==> config.mk <==
export PLATFORM = sky130hd
export DESIGN_NAME = sem_phase_timer
export DESIGN_NICKNAME = d
export VERILOG_FILES = /design/src/rtl/sem_phase_timer.sv
export SDC_FILE = /design/constraint.sdc
export NUM_CORES = 1
export LEC_CHECK = 0
export CAP_MARGIN = 20
export CELL_PAD_IN_SITES_DETAIL_PLACEMENT = 1
export CELL_PAD_IN_SITES_GLOBAL_PLACEMENT = 1
export CORE_MARGIN = 3
export CORE_UTILIZATION = 34
export DETAILED_ROUTE_END_ITERATION = 8
export GPL_ROUTABILITY_DRIVEN = 1
export PLACE_DENSITY = 0.65
export SLEW_MARGIN = 15
export SYNTH_ARGS = -nofsm -noshare
export SYNTH_HDL_FRONTEND = slang
export SYNTH_SLANG_ARGS = --single-unit
==> constraint.sdc <==
create_clock -name CLK -period 5.28 [get_ports CLK]
set_clock_uncertainty 0.2 [all_clocks]
set_input_delay 1.584 -clock CLK [delete_from_list [all_inputs] [get_ports CLK]]
set_output_delay 1.584 -clock CLK [all_outputs]
set_load 0.05 [all_outputs]
==> src/rtl/sem_phase_timer.sv <==
// Traffic-light phase sequencer: prescaled TICK, per-phase duration table, start/stop/freeze/load.
// Optional pedestrian extension is compiled in when SEM_PED_EN is defined.
module sem_phase_timer #(
  parameter int unsigned CLK_DIV   = 12500000,
  parameter int unsigned DIV_WIDTH = 24,
  parameter int unsigned NPHASES   = 4,
  parameter int unsigned PH_WIDTH  = 2,
  parameter int unsigned CNT_WIDTH = 6,
  parameter int unsigned DEF_DUR   = 20
`ifdef SEM_PED_EN
  ,
  parameter int unsigned PED_PHASE = 0,
  parameter int unsigned PED_EXT   = 8
`endif
) (
  input  logic                 CLK,
  input  logic                 RSTn,
  input  logic                 CLK_ENA,
  input  logic                 GO,
  input  logic                 FREEZE,
  input  logic                 SEM_LOADn,
  input  logic [CNT_WIDTH-1:0] SEM_P,
  input  logic [PH_WIDTH-1:0]  PH_P,
  input  logic                 CFG_WE,
  input  logic [PH_WIDTH-1:0]  CFG_ADDR,
  input  logic [CNT_WIDTH-1:0] CFG_DATA,
`ifdef SEM_PED_EN
  input  logic                 PED_REQ,
  output logic                 PED_ACK,
`endif
  output logic [CNT_WIDTH-1:0] CUENTA,
  output logic [PH_WIDTH-1:0]  PHASE,
  output logic                 TICK,
  output logic                 PHASE_TC,
  output logic                 CYCLE_TC,
  output logic                 BUSY
);

  typedef enum logic [1:0] {
    ST_IDLE,
    ST_RUN,
    ST_FROZEN
  } state_e;

  localparam logic [DIV_WIDTH-1:0] PRESC_LAST = DIV_WIDTH'(CLK_DIV - 1);
  localparam logic [PH_WIDTH-1:0]  LAST_PH    = PH_WIDTH'(NPHASES - 1);

  state_e                 state_q, state_d;
  logic [DIV_WIDTH-1:0]   presc_q, presc_d;
  logic [CNT_WIDTH-1:0]   cuenta_q, cuenta_d;
  logic [PH_WIDTH-1:0]    phase_q, phase_d;
  logic [CNT_WIDTH-1:0]   dur_q [NPHASES];
  logic [CNT_WIDTH-1:0]   dur_d [NPHASES];
  logic                   phase_tc_q, phase_tc_d;
  logic                   cycle_tc_q, cycle_tc_d;

  logic                   tick;
  logic                   end_ph;
  logic [CNT_WIDTH-1:0]   dur_eff;
  logic                   at_last;
  logic                   ph_p_ok;
  logic                   cfg_ok;

`ifdef SEM_PED_EN
  logic                   ped_flag_q, ped_flag_d;
  logic                   ped_ack_q, ped_ack_d;
  logic                   ext_q, ext_d;
  logic [CNT_WIDTH-1:0]   ext_cnt_q, ext_cnt_d;
  logic                   ped_hit;
`endif

  always_comb begin
    dur_eff = (dur_q[phase_q] == '0) ? CNT_WIDTH'(1) : dur_q[phase_q];
    at_last = (cuenta_q >= dur_eff - CNT_WIDTH'(1));
    ph_p_ok = (32'(PH_P) < NPHASES);
    cfg_ok  = CFG_WE && (32'(CFG_ADDR) < NPHASES);
    tick    = (state_q == ST_RUN) && GO && !FREEZE && (presc_q == PRESC_LAST);
  end

  always_comb begin
    state_d    = state_q;
    presc_d    = presc_q;
    cuenta_d   = cuenta_q;
    phase_d    = phase_q;
    dur_d      = dur_q;
    phase_tc_d = 1'b0;
    cycle_tc_d = 1'b0;
    end_ph     = 1'b0;
`ifdef SEM_PED_EN
    ped_flag_d = ped_flag_q | PED_REQ;
    ped_ack_d  = 1'b0;
    ext_d      = ext_q;
    ext_cnt_d  = ext_cnt_q;
    ped_hit    = (32'(phase_q) == PED_PHASE) && ped_flag_q && (PED_EXT != 0);
`endif

    if (cfg_ok) begin
      dur_d[CFG_ADDR] = CFG_DATA;
    end

    case (state_q)
      ST_IDLE: begin
        cuenta_d = '0;
        phase_d  = '0;
        presc_d  = '0;
`ifdef SEM_PED_EN
        ext_d     = 1'b0;
        ext_cnt_d = '0;
`endif
        if (GO) begin
          state_d = ST_RUN;
        end
      end
      default: begin
        if (!GO) begin
          state_d  = ST_IDLE;
          cuenta_d = '0;
          phase_d  = '0;
          presc_d  = '0;
`ifdef SEM_PED_EN
          ext_d     = 1'b0;
          ext_cnt_d = '0;
`endif
        end else begin
          state_d = FREEZE ? ST_FROZEN : ST_RUN;
          // The prescaler only advances in RUN; the FROZEN->RUN edge still holds it.
          if ((state_q == ST_RUN) && !FREEZE) begin
            presc_d = (presc_q == PRESC_LAST) ? '0 : presc_q + DIV_WIDTH'(1);
          end
          if (!SEM_LOADn) begin
            cuenta_d = SEM_P;
            phase_d  = ph_p_ok ? PH_P : '0;
`ifdef SEM_PED_EN
            ext_d     = 1'b0;
            ext_cnt_d = '0;
`endif
          end else if (tick) begin
`ifdef SEM_PED_EN
            if (ext_q) begin
              if (ext_cnt_q <= CNT_WIDTH'(1)) begin
                end_ph    = 1'b1;
                ext_d     = 1'b0;
                ext_cnt_d = '0;
              end else begin
                ext_cnt_d = ext_cnt_q - CNT_WIDTH'(1);
                cuenta_d  = cuenta_q + CNT_WIDTH'(1);
              end
            end else if (at_last && ped_hit) begin
              // Extension replaces the normal phase end; a request in this cycle is kept.
              ext_d      = 1'b1;
              ext_cnt_d  = CNT_WIDTH'(PED_EXT);
              cuenta_d   = cuenta_q + CNT_WIDTH'(1);
              ped_ack_d  = 1'b1;
              ped_flag_d = PED_REQ;
            end else if (at_last) begin
              end_ph = 1'b1;
            end else begin
              cuenta_d = cuenta_q + CNT_WIDTH'(1);
            end
`else
            if (at_last) begin
              end_ph = 1'b1;
            end else begin
              cuenta_d = cuenta_q + CNT_WIDTH'(1);
            end
`endif
          end
        end
      end
    endcase

    if (end_ph) begin
      cuenta_d   = '0;
      phase_tc_d = 1'b1;
      if (phase_q == LAST_PH) begin
        phase_d    = '0;
        cycle_tc_d = 1'b1;
      end else begin
        phase_d = phase_q + PH_WIDTH'(1);
      end
    end

`ifdef SEM_PED_EN
    if (state_d == ST_IDLE) begin
      ped_flag_d = 1'b0;
    end
`endif
  end

  always_ff @(posedge CLK) begin
    if (!RSTn) begin
      state_q    <= ST_IDLE;
      presc_q    <= '0;
      cuenta_q   <= '0;
      phase_q    <= '0;
      dur_q      <= '{default: CNT_WIDTH'(DEF_DUR)};
      phase_tc_q <= 1'b0;
      cycle_tc_q <= 1'b0;
`ifdef SEM_PED_EN
      ped_flag_q <= 1'b0;
      ped_ack_q  <= 1'b0;
      ext_q      <= 1'b0;
      ext_cnt_q  <= '0;
`endif
    end else if (CLK_ENA) begin
      state_q    <= state_d;
      presc_q    <= presc_d;
      cuenta_q   <= cuenta_d;
      phase_q    <= phase_d;
      dur_q      <= dur_d;
      phase_tc_q <= phase_tc_d;
      cycle_tc_q <= cycle_tc_d;
`ifdef SEM_PED_EN
      ped_flag_q <= ped_flag_d;
      ped_ack_q  <= ped_ack_d;
      ext_q      <= ext_d;
      ext_cnt_q  <= ext_cnt_d;
`endif
    end
  end

  assign CUENTA   = cuenta_q;
  assign PHASE    = phase_q;
  assign TICK     = CLK_ENA & tick;
  assign PHASE_TC = CLK_ENA & phase_tc_q;
  assign CYCLE_TC = CLK_ENA & cycle_tc_q;
  assign BUSY     = (state_q != ST_IDLE);
`ifdef SEM_PED_EN
  assign PED_ACK  = CLK_ENA & ped_ack_q;
`endif

endmodule

Word level (Yosys, flattened, before mapping)
Cells that the tools add are included.
{"block": "totals", "in_bits": 23, "wordCells": 79, "reg_bits": 60, "out_inout_bits": 12}
{"block": "classes", "n_lt_le_gt_ge": 4, "n_eq_ne": 8, "reduce_logical": 14, "mux": 34, "bitwise_logic": 5, "n_addsub": 4}
{"cell": "24-bit 2-to-1 mux", "count": 4}
{"cell": "6-bit 2-to-1 mux", "count": 10}
{"cell": "24-bit by 1-bit adder with 24-bit output, second input constant", "count": 1}
{"cell": "24-bit bitwise mux", "count": 1}
{"cell": "24-bit equality test, second input constant", "count": 1}
{"cell": "2-bit 2-to-1 mux", "count": 9}
{"cell": "6-bit binary-select mux with 2-bit select", "count": 1}
{"cell": "6-bit demux with 2-bit select", "count": 1}
{"cell": "1-bit 2-to-1 mux", "count": 8}
{"cell": "2-bit AND reduction", "count": 4}
{"cell": "6-bit by 1-bit adder with 6-bit output, second input constant", "count": 1}
{"cell": "3-bit >= comparator, second input constant", "count": 2}
{"cell": "6-bit >= comparator", "count": 1}
{"cell": "6-bit logical NOT", "count": 1}
{"cell": "2-bit inverter with 3-bit output", "count": 2}
{"cell": "6-bit by 1-bit subtractor with 6-bit output, second input constant", "count": 1}
{"cell": "1-bit logical AND", "count": 5}
{"cell": "5-bit by 2-bit inequality test with 1-bit output, second input constant", "count": 1}
{"cell": "5-bit by 4-bit inequality test with 1-bit output, second input constant", "count": 1}
{"cell": "4-bit by 2-bit inequality test with 1-bit output, second input constant", "count": 1}
{"cell": "1-bit bitwise AND", "count": 3}
{"cell": "3-bit by 1-bit less-than comparator with 1-bit output, second input constant", "count": 1}
{"cell": "3-bit by 1-bit inequality test with 1-bit output, second input constant", "count": 1}
{"cell": "3-bit AND reduction", "count": 1}
{"cell": "other kinds (7)", "count": 7}

Depth between registers and ports, before layout
Gate-level depths: netlist of run 1.
{"block": "depth", "word_depth": 15, "depth_mapped": 16, "ltp_nobuf": 15}

Least setup slack after synthesis of run 1
Ideal clock, no wire load.
{"block": "synth_timing", "kind": "input port to output port", "startpoint": "in CLK_ENA", "endpoint": "out TICK", "n_path_buf": 1, "cell_stages": 3, "setup_slack_ns": 0.497, "t_required_ns": 3.496, "arrival_time_ns": 2.999, "path_cell_list": "clkbuf_1 -> inv_1 -> nor4_2"}
{"block": "synth_between", "elab_chain_len": 1}
{"item": "start, declared", "line_no": "18", "rtl": "input logic CLK_ENA,"}
{"item": "1-bit bitwise AND", "line_no": "224", "rtl": "assign TICK = CLK_ENA & tick;"}
{"item": "end, declared", "line_no": "33", "rtl": "output logic TICK,"}
Every way passes these cells.

Final worst setup path of run 1
{"block": "layout_timing", "startpoint": "in GO", "endpoint": "out TICK"}
{"block": "layout_between", "elab_chain_len": 4}
{"item": "start, declared", "line_no": "19", "rtl": "input logic GO,"}
{"item": "1-bit logical AND (3 in series)", "line_no": "77", "rtl": "tick = (state_q == ST_RUN) && GO && !FREEZE && (presc_q == PRESC_LAST);"}
{"item": "1-bit bitwise AND", "line_no": "224"}
Every way passes these cells.

==> results of run 1 <==
==> power groups by stage <==
| stage | clock network [mW] | registers (mW) | logic (mW) |
|---|---|---|---|
| after detailed placement | 0 | 0.478 | 0.0898 |
| after global routing | 0.417 | 0.468 | 0.0990 |
| final | 0.387 | 0.467 | 0.0887 |
| after CTS | 0.400 | 0.467 | 0.0903 |
| after floorplan | 0 | 0.477 | 0.0522 |
| after global placement | 0 | 0.477 | 0.0882 |
==> layout make-up <==
class / count / area, um2
clock inverters: 7 / 56.3
multi-input cells: 270 / 1780
clock buffers: 9 / 124
fillers: 1057 / 5040
repair buffers: 39 / 383
well taps: 108 / 135
flip-flops and latches: 60 / 1200
inverters: 10 / 37.5
==> cell families after synthesis <==
kind of cell / after synthesis
adder cells (fa/ha/maj): 10
buffers and inverters: 22
AO/OA/AOI/OAI: 50
AND/OR/NAND/NOR: 162
flip-flops: 60
multiplexers: 27
XOR/XNOR: 21
==> worst min-delay path by stage <==
stage                                   endpoint  slack (ps)  cells after the start
after global routing      dur_q[18]$_SDFFE_PN0P_         280                      2
final                     dur_q[18]$_SDFFE_PN0P_         260                      2
after CTS                 dur_q[18]$_SDFFE_PN0P_         260                      2
after global placement    dur_q[21]$_SDFFE_PN0P_         240                      2
after floorplan           dur_q[18]$_SDFFE_PN0P_         230                      2
after detailed placement  dur_q[18]$_SDFFE_PN0P_         250                      2
==> state kept, by name (all words and copies together) (netlist names) <==
| name | cells |
|---|---|
| state_q | 2 |
| phase_tc_q | 1 |
| dur_q | 24 |
| presc_q | 24 |
| PHASE | 2 |
| CUENTA | 6 |
| cycle_tc_q | 1 |
==> through the flow <==
step,cell area [um2],std cells
2_1_floorplan,3080,352
3_3_place_gp,3540,487
3_5_place_dp,3540,487
4_1_cts,3720,503
5_1_grt,3720,503
6_report,3720,503
==> critical path, delay by kind of cell <==
family / cells / cell delay [ps]
and+or+nand+nor: 3 / 730
buffers and inverters: 3 / 860
==> placed cells by master, fill, tap and decap left out, types with 3 or more instances in the layout <==
master | Yosys | layout
sky130_fd_sc_hd__xnor2_1 | 5 | 5
sky130_fd_sc_hd__nor2b_1 | 5 | 5
sky130_fd_sc_hd__dfxtp_1 | 60 | 60
sky130_fd_sc_hd__buf_4 | 2 | 7
sky130_fd_sc_hd__inv_6 | 0 | 4
sky130_fd_sc_hd__mux4_2 | 6 | 6
sky130_fd_sc_hd__a21oi_1 | 17 | 17
sky130_fd_sc_hd__o21ai_0 | 5 | 5
sky130_fd_sc_hd__and2_1 | 4 | 4
sky130_fd_sc_hd__nor3_1 | 6 | 6
sky130_fd_sc_hd__or3_1 | 5 | 5
sky130_fd_sc_hd__inv_1 | 10 | 10
sky130_fd_sc_hd__ha_1 | 10 | 10
sky130_fd_sc_hd__nor2_1 | 54 | 54
sky130_fd_sc_hd__xor2_1 | 16 | 16
sky130_fd_sc_hd__nand3_1 | 10 | 10
sky130_fd_sc_hd__o211ai_1 | 5 | 5
sky130_fd_sc_hd__o21ai_1 | 6 | 6
sky130_fd_sc_hd__a31oi_1 | 3 | 3
sky130_fd_sc_hd__and4_1 | 5 | 5
sky130_fd_sc_hd__clkdlybuf4s50_1 | 0 | 31
sky130_fd_sc_hd__and3_1 | 3 | 3
sky130_fd_sc_hd__nand2_1 | 47 | 47
sky130_fd_sc_hd__nand4_1 | 7 | 7
sky130_fd_sc_hd__clkbuf_8 | 0 | 9
sky130_fd_sc_hd__o2bb2ai_1 | 4 | 4
sky130_fd_sc_hd__mux2i_1 | 21 | 21
==> routing by layer <==
layer | wire length (um) | vias to the layer above
met2 | 3460 | 38
met1 | 3860 | 1266
met3 | 256 | 7
li1 | - | 1319
met5 | 0 | -
met4 | 96 | 0
==> results list, run 1 <==
- Outcome: finished clean
- Setup TNS: 0 ps
* Hold violation total from the final report: 0
* Die height: between 100 and 150 um
* Total setup buffers inserted after CTS: 0
* Power share of the sequential group: 0.495
- Of the synthesized area, sequential elements account for 0.390.
- CTS sink count: 60
- TritonCTS created 9 clock buffers.
* CP endpoint: TICK
* Parity-gate share of the synthesized area counting xor and xnor cells: 0.0597
* Half-perimeter wire length of the detailed placement result: approximately 5600 um
- Int Pwr: 0.676 mW
- The share of total power dissipated in the clock network is 0.410.
- Layout area overhead: 20.7%
- For this design, the slowest cell found on the critical path is sky130_fd_sc_hd__clkdlybuf4s50_1.
- Mean post-synth cell area: 8.76 um2
- Total Nets Final: approximately 420
- The initial utilization of the core area, before any placement, comes to 0.352.
- Startpoint of the worst register-to-register path: PHASE[0]$_SDFFE_PN0P_
- Number of global-route vias before repair: 2704
- Leakage power summed over all cells: ~1.5 nW
- The die is just over 100 um wide.
- Data on the critical path is required at its endpoint by 3500 ps.
- IR analysis of the VDD net gives a maximum drop of about 0.11 mV.
* Startpoint type of the worst setup path: primary input
- Counting flops with a built-in enable in the synthesized netlist gives 0.
- Counting every instance in the synthesized netlist gives ~350.
- Max clock buf depth: 2
- Fraction of the mapped netlist area in simple logic gates: 0.262
- TritonCTS built the clock tree.
* Share of the core filled with cells in the final layout: 0.425
- The first global-routing pass estimated roughly 13000 um of wire.
- Of the total synthesized cell area, the portion taken by full adders, half adders and majority gates is 0.0406.
* Most frequent cell after synthesis: sky130_fd_sc_hd__dfxtp_1
- Wire length per cell after detailed routing: 15.2 um
- The worst setup path is captured at a primary output.
* Fin crit period: just under 5000 ps
* Proportion of register bits with asynchronous set or reset after synthesis: 0
- Power share of the combinational group: 0.094
- Diode insertion count for antenna repair: 0
- The critical path is of the in2out type.
* Residual antenna-violating net count after detailed routing: 0
- After clock tree synthesis, the repair step resized 0 gates.
* Net count after synthesis: about 390
* RR Endpoint: CUENTA[3]$_SDFFE_PN0P_
- After clock tree synthesis, the clock-pin slew on the worst setup and hold paths is 70 ps.
* Final period utilization: 0.937
* Share of the synthesized area in the top cell type: 0.390
- For this run, global-route usage on met3 was measured as 0.0324.
- Yosys mapped the design onto 47 distinct sky130hd cell types.
* Area of the die: slightly above 10000 um2
- TritonRoute pass-1 iters: 4
- Summing every instance area after synthesis gives between 3000 and 4000 um2.
- After synthesis, the share of cell area in mux cells is 0.112.
* Fraction of the mapped netlist area in compound gates: 0.104
- Counting cells, the worst reg-to-reg path comes to 15.
- For this block, the routed nets add up to roughly 7700 um of wire.
- Largest net degree at the start of global routing: 25
- Antenna violations before repair: 0
* RePlAce Congestion: roughly 0.75
- In the routed design, unresolved DRC markers number 0.
- Sorting the synthesized cells by area gives the leading types as sky130_fd_sc_hd__dfxtp_1 (39%), sky130_fd_sc_hd__mux2i_1 (6.8%), sky130_fd_sc_hd__nor2_1 (6.6%).
- Final setup fails: 0
* Top-Level Pins: 35
* Via density per instance: ~5.2
- Setup repair after global routing left no endpoint under its margin.
- GR Util All Layers: 0.161
- In this run, synthesis produced a sequential element count of 60.
- Vias post-DR: between 2000 and 3000
* Cell area power density: approximately 250 nW/um2
- Yosys synthesis warning count: 0
- DP Worst Slack: ~320 ps
* Startpoint of the worst setup timing path: GO
- Of the total power, the share spent switching nets is 0.283.
* Normalized max-slew margin: 0.396
- Hold is met by 257 ps.
- Count of buffers from port buffering: 34
* Slew at the pin with the worst max-slew slack: around 900 ps
- For this run the aggregate overflow at the end of global routing stands at 0.
- In this run the number of H-tree levels came out at 3.
- Most used flip-flop cell after synthesis: sky130_fd_sc_hd__dfxtp_1
* Share of post-route cells with drive strength above 1: 0.0987
* Met1 demand-to-capacity share in global routing: 0.226
- The critical path goes through clkdlybuf4s50_1 > nor4bb_1 > nand2_1 > nor4_2 > buf_4 > buf_12.
- Data arrival time at the worst-slack endpoint: roughly 3200 ps
- GR Util met2: 0.248
- Pins over their slew limit: 0
- DRT iter0 DRCs: 74
- Clock tree synthesis selected as its root buffer the cell sky130_fd_sc_hd__clkbuf_8.
* Register-to-register path setup slack: between 600 and 700 ps
- The floorplan has 34 rows.
- Overall power: 0.942 mW
* Insertion delay to the later sink of the worst-skew pair: between 300 and 400 ps
- The commonest cells after synthesis are sky130_fd_sc_hd__dfxtp_1 (60), sky130_fd_sc_hd__nor2_1 (54), sky130_fd_sc_hd__nand2_1 (47).
* Setup slack of the critical path after layout: approximately 330 ps
- Summed over all instances, the cell type with the most area after synthesis is sky130_fd_sc_hd__dfxtp_1.
- Most heavily used metal layer in global routing: met2
- On the worst path, the slowest cell contributes a delay of ~550 ps.
- Number of max-cap violations: 0
- Largest family of logic cells by synthesized area: simple AND/OR/NAND/NOR gates
- For this design, the CTS-stage hold fixing added 0 buffers.
- In this run the most critical hold path is launched from dur_q[18]$_SDFFE_PN0P_.
- Timing would allow up to roughly 200 MHz.
- Worst min-delay path category: reg2reg
- After floorplanning, the core was sized to cover between 8000 and 9000 um2.
* Top fanout value on the critical path: 5
* Switch Pwr: about 0.27 mW
(Power assumes the default switching activity.)
==> inputs of run 2 (changes only) <==
- GPL_TIMING_DRIVEN: unset -> 0
- MAX_ROUTING_LAYER: unset -> met4
==> results list, run 2 (same netlist as run 1, synthesis figures left out) <==
- Outcome: finished clean
- The final period demand of the worst path came to 5160 ps (+211 ps).
* Commonest non-fill, non-tap cells in the layout: sky130_fd_sc_hd__dfxtp_1 (60), sky130_fd_sc_hd__nor2_1 (54), sky130_fd_sc_hd__nand2_1 (47)
* CP endpoint: TICK
- First-pass GRT wire length: 13200 um (+0.27%)
* Maximum ir drop on the vdd rail: 0.112 mV (+2.4%)
* Number of levels the H-tree was split into: 3 (unchanged)
- The pin count of the biggest net entering global routing came to 11 (-56%).
- The weighted congestion reported at the end of routability-driven placement was 0.757 (+1.0%).
* Crit path largest cell delay: 600 ps (+50 ps)
- TritonCTS clock tree: yes
* Leakage power summed over all cells: 1.49 nW (+0.80%)
- Number of buffers added by the clock tree synthesis step: 9 (unchanged)
- The count of endpoints failing setup in the final report came to 0 (unchanged).
- Wire length reported by the detailed router: 7890 um (+3.0%)
- The final cycle utilization of the critical path came to 0.977 (+0.0400).
- The signal arrival time at the worst endpoint came to 3370 ps (+210 ps).
* Cell area power density: 270 nW/um2 (+6.7%)
* Overall power: 1.02 mW (+7.9%)
- The clock network latency to the later pin of the worst-skew pair was 340 ps (about the same).
- The area of the core was 8760 um2 (unchanged).
- Vias post-DR: 2641 (+0.42%)
- The count of antenna-violating nets left after detailed routing is 0 (unchanged).
- The critical path starts at GO.
* Chip Width: 101 um (unchanged)
* Number of rows created at floorplan: 34 (unchanged)
- Highest clock frequency the design can meet: 194 MHz (-4.1%)
- Levels on crit path: 5 (-1)
* CTS sink count: 60 (unchanged)
* Startpoint type of the worst setup path: primary input
- The global-route congestion overflow total is 0 (unchanged).
- Startpoint of the worst register-to-register path: PHASE[0]$_SDFFE_PN0P_
- The hold violation total from the final report was 0 (unchanged).
- The number of max-capacitance violations reported came to 0 (unchanged).
* Worst reg2reg path depth: 16 (+1)
- Family of cells with the greatest summed delay on the critical path: buffers and inverters
* Top-Level Pins: 35 (unchanged)
- The number of antenna violations at the first check in global routing came to 0 (unchanged).
- Worst Setup End Kind: primary output
- Final worst hold slack: 263 ps (+6.18 ps)
- Register-to-register path setup slack: 820 ps (+140 ps)
- Area of the die: 10200 um2 (unchanged)
- In this run the worst hold path is classified as reg2reg.
* Share of post-route cells with drive strength above 1: 0.0798 (-0.0189)
- Data required time of the critical path: 3500 ps (about the same)
- The number of buffers and inverters on the critical path came to 2 (-1).
* Critical path start-end classification: in2out
* Die height: 101 um (unchanged)
* Via density per instance: 5.19 (-0.77%)
- GR Util All Layers: 0.169 (+0.00802)
- Top fanout value on the critical path: 5 (unchanged)
- Crit path cell chain: clkdlybuf4s50_1 > nor4bb_1 > nand2_1 > nor4_4 > buf_2
- Setup repair after global routing left no endpoint under its margin.
- Starting density of the core: 0.352 (unchanged)
- The DRC violation count after routing is 0 (unchanged).
- Diode insertion count for antenna repair: 0 (unchanged)
- From synthesis to final layout, the design area changed by 22.0%.
- # hold bufs at CTS: 0 (unchanged)
- The worst register-to-register path ends at CUENTA[5]$_SDFFE_PN0P_.
* Pins over their slew limit: 0 (unchanged)
- Normalized max-slew margin: 0.441 (+0.0447)
* Count of buffers from port buffering: 33 (-2.9%)
- TritonRoute pass-1 iters: 4 (unchanged)
- Slowest cell on the critical path: sky130_fd_sc_hd__clkdlybuf4s50_1
* Leading cell type in the layout, fill and taps excluded: sky130_fd_sc_hd__dfxtp_1
- The number of nets in the finished design came to 429 (+1.4%).
- The total half-perimeter wirelength after legalization and detailed placement came to 5860 um (+4.0%).
* Clock-pin slew of the registers on the worst-case setup and hold paths: 70 ps (about the same)
- The slew of the pin with the lowest slew margin is 832 ps (-66.6 ps).
* Number of global-route vias before repair: 2677 (-1.0%)
* Max clock buf depth: 2 (unchanged)
- Wire length per cell after detailed routing: 15.5 um (+1.8%)
* Root Buffer: sky130_fd_sc_hd__clkbuf_8
- DRT iter0 DRCs: 86 (+16%)
-- run 2: changes by cell type in the layout (fill, tap and decap cells not counted), sizes merged --
cell | before | now
clkinvlp | 1 | 0
clkbuf | 9 | 21
clkdlybuf4s50 | 31 | 32
buf | 8 | 4
inv | 14 | 10
bufinv | 0 | 2
-- run 2: routing by layer --
metal | part of all wire | global-route usage
met5 | 0 | -
met4 | 0.010 | 0.0491
met3 | 0.029 | 0.0441
met2 | 0.46 | 0.255
met1 | 0.50 | 0.222
-- run 2: final cells by class --
| type | instances | area, um2 |
|---|---|---|
| Buffer | 12 | 60.1 |
| Clock buffer | 12 | 135 |
| Clock inverter | 4 | 73.8 |
| Fill cell | 1042 | 5000 |
| Inverter | 10 | 37.5 |
| Multi-Input combinational cell | 270 | 1790 |
| Sequential cell | 60 | 1200 |
| Tap cell | 108 | 135 |
| Timing Repair Buffer | 33 | 325 |
-- run 2: worst min-delay path by stage --
stage | start | end | cells after the start
final | dur_q[21]$_SDFFE_PN0P_ | dur_q[21]$_SDFFE_PN0P_ | 2
after floorplan | dur_q[18]$_SDFFE_PN0P_ | dur_q[18]$_SDFFE_PN0P_ | 2
after CTS | dur_q[19]$_SDFFE_PN0P_ | dur_q[19]$_SDFFE_PN0P_ | 2
after global placement | dur_q[21]$_SDFFE_PN0P_ | dur_q[21]$_SDFFE_PN0P_ | 2
after global routing | dur_q[20]$_SDFFE_PN1P_ | dur_q[20]$_SDFFE_PN1P_ | 2
after detailed placement | dur_q[19]$_SDFFE_PN0P_ | dur_q[19]$_SDFFE_PN0P_ | 2
-- run 2: metrics by stage --
stage | setup WS (ps) | cell area, um2 | TNS, ps | std cells | utilization
floorplan | 497 | 3080 | 0 | 352 | -
global placement | -510 | 3550 | -510 | 493 | 0.405
detailed placement | -527 | 3550 | -527 | 493 | 0.405
CTS | 11.8 | 3770 | 0 | 509 | 0.430
global route | 60.6 | 3760 | 0 | 509 | 0.429
finish | 124 | 3760 | 0 | 509 | 0.429
-- run 2: worst min-delay path, stage by stage, from the launching register on --
cell and delay, ps:
sky130_fd_sc_hd__dfxtp_1 310, sky130_fd_sc_hd__nand2_1 50, sky130_fd_sc_hd__a21oi_1 50
-- run 2: report_power, final --
| part | internal [mW] | total (mW) | switching [mW] |
|---|---|---|---|
| sequential | 0.459 | 0.464 | 0.00487 |
| clock | 0.267 | 0.457 | 0.190 |
| combinational | 0.0421 | 0.0951 | 0.0530 |
-- run 2: what timing repair did --
item	4_1_cts	5_1_grt
buffers inserted	0	0
gates resized for setup	5	2
endpoints found under the setup margin	1	1
==> inputs of run 3 (changes only) <==
- ABC_CLOCK_PERIOD_IN_PS: unset -> 5280
==> results of run 3 <==
No change in the layout: final DEF, timing and power equal those of run 2.
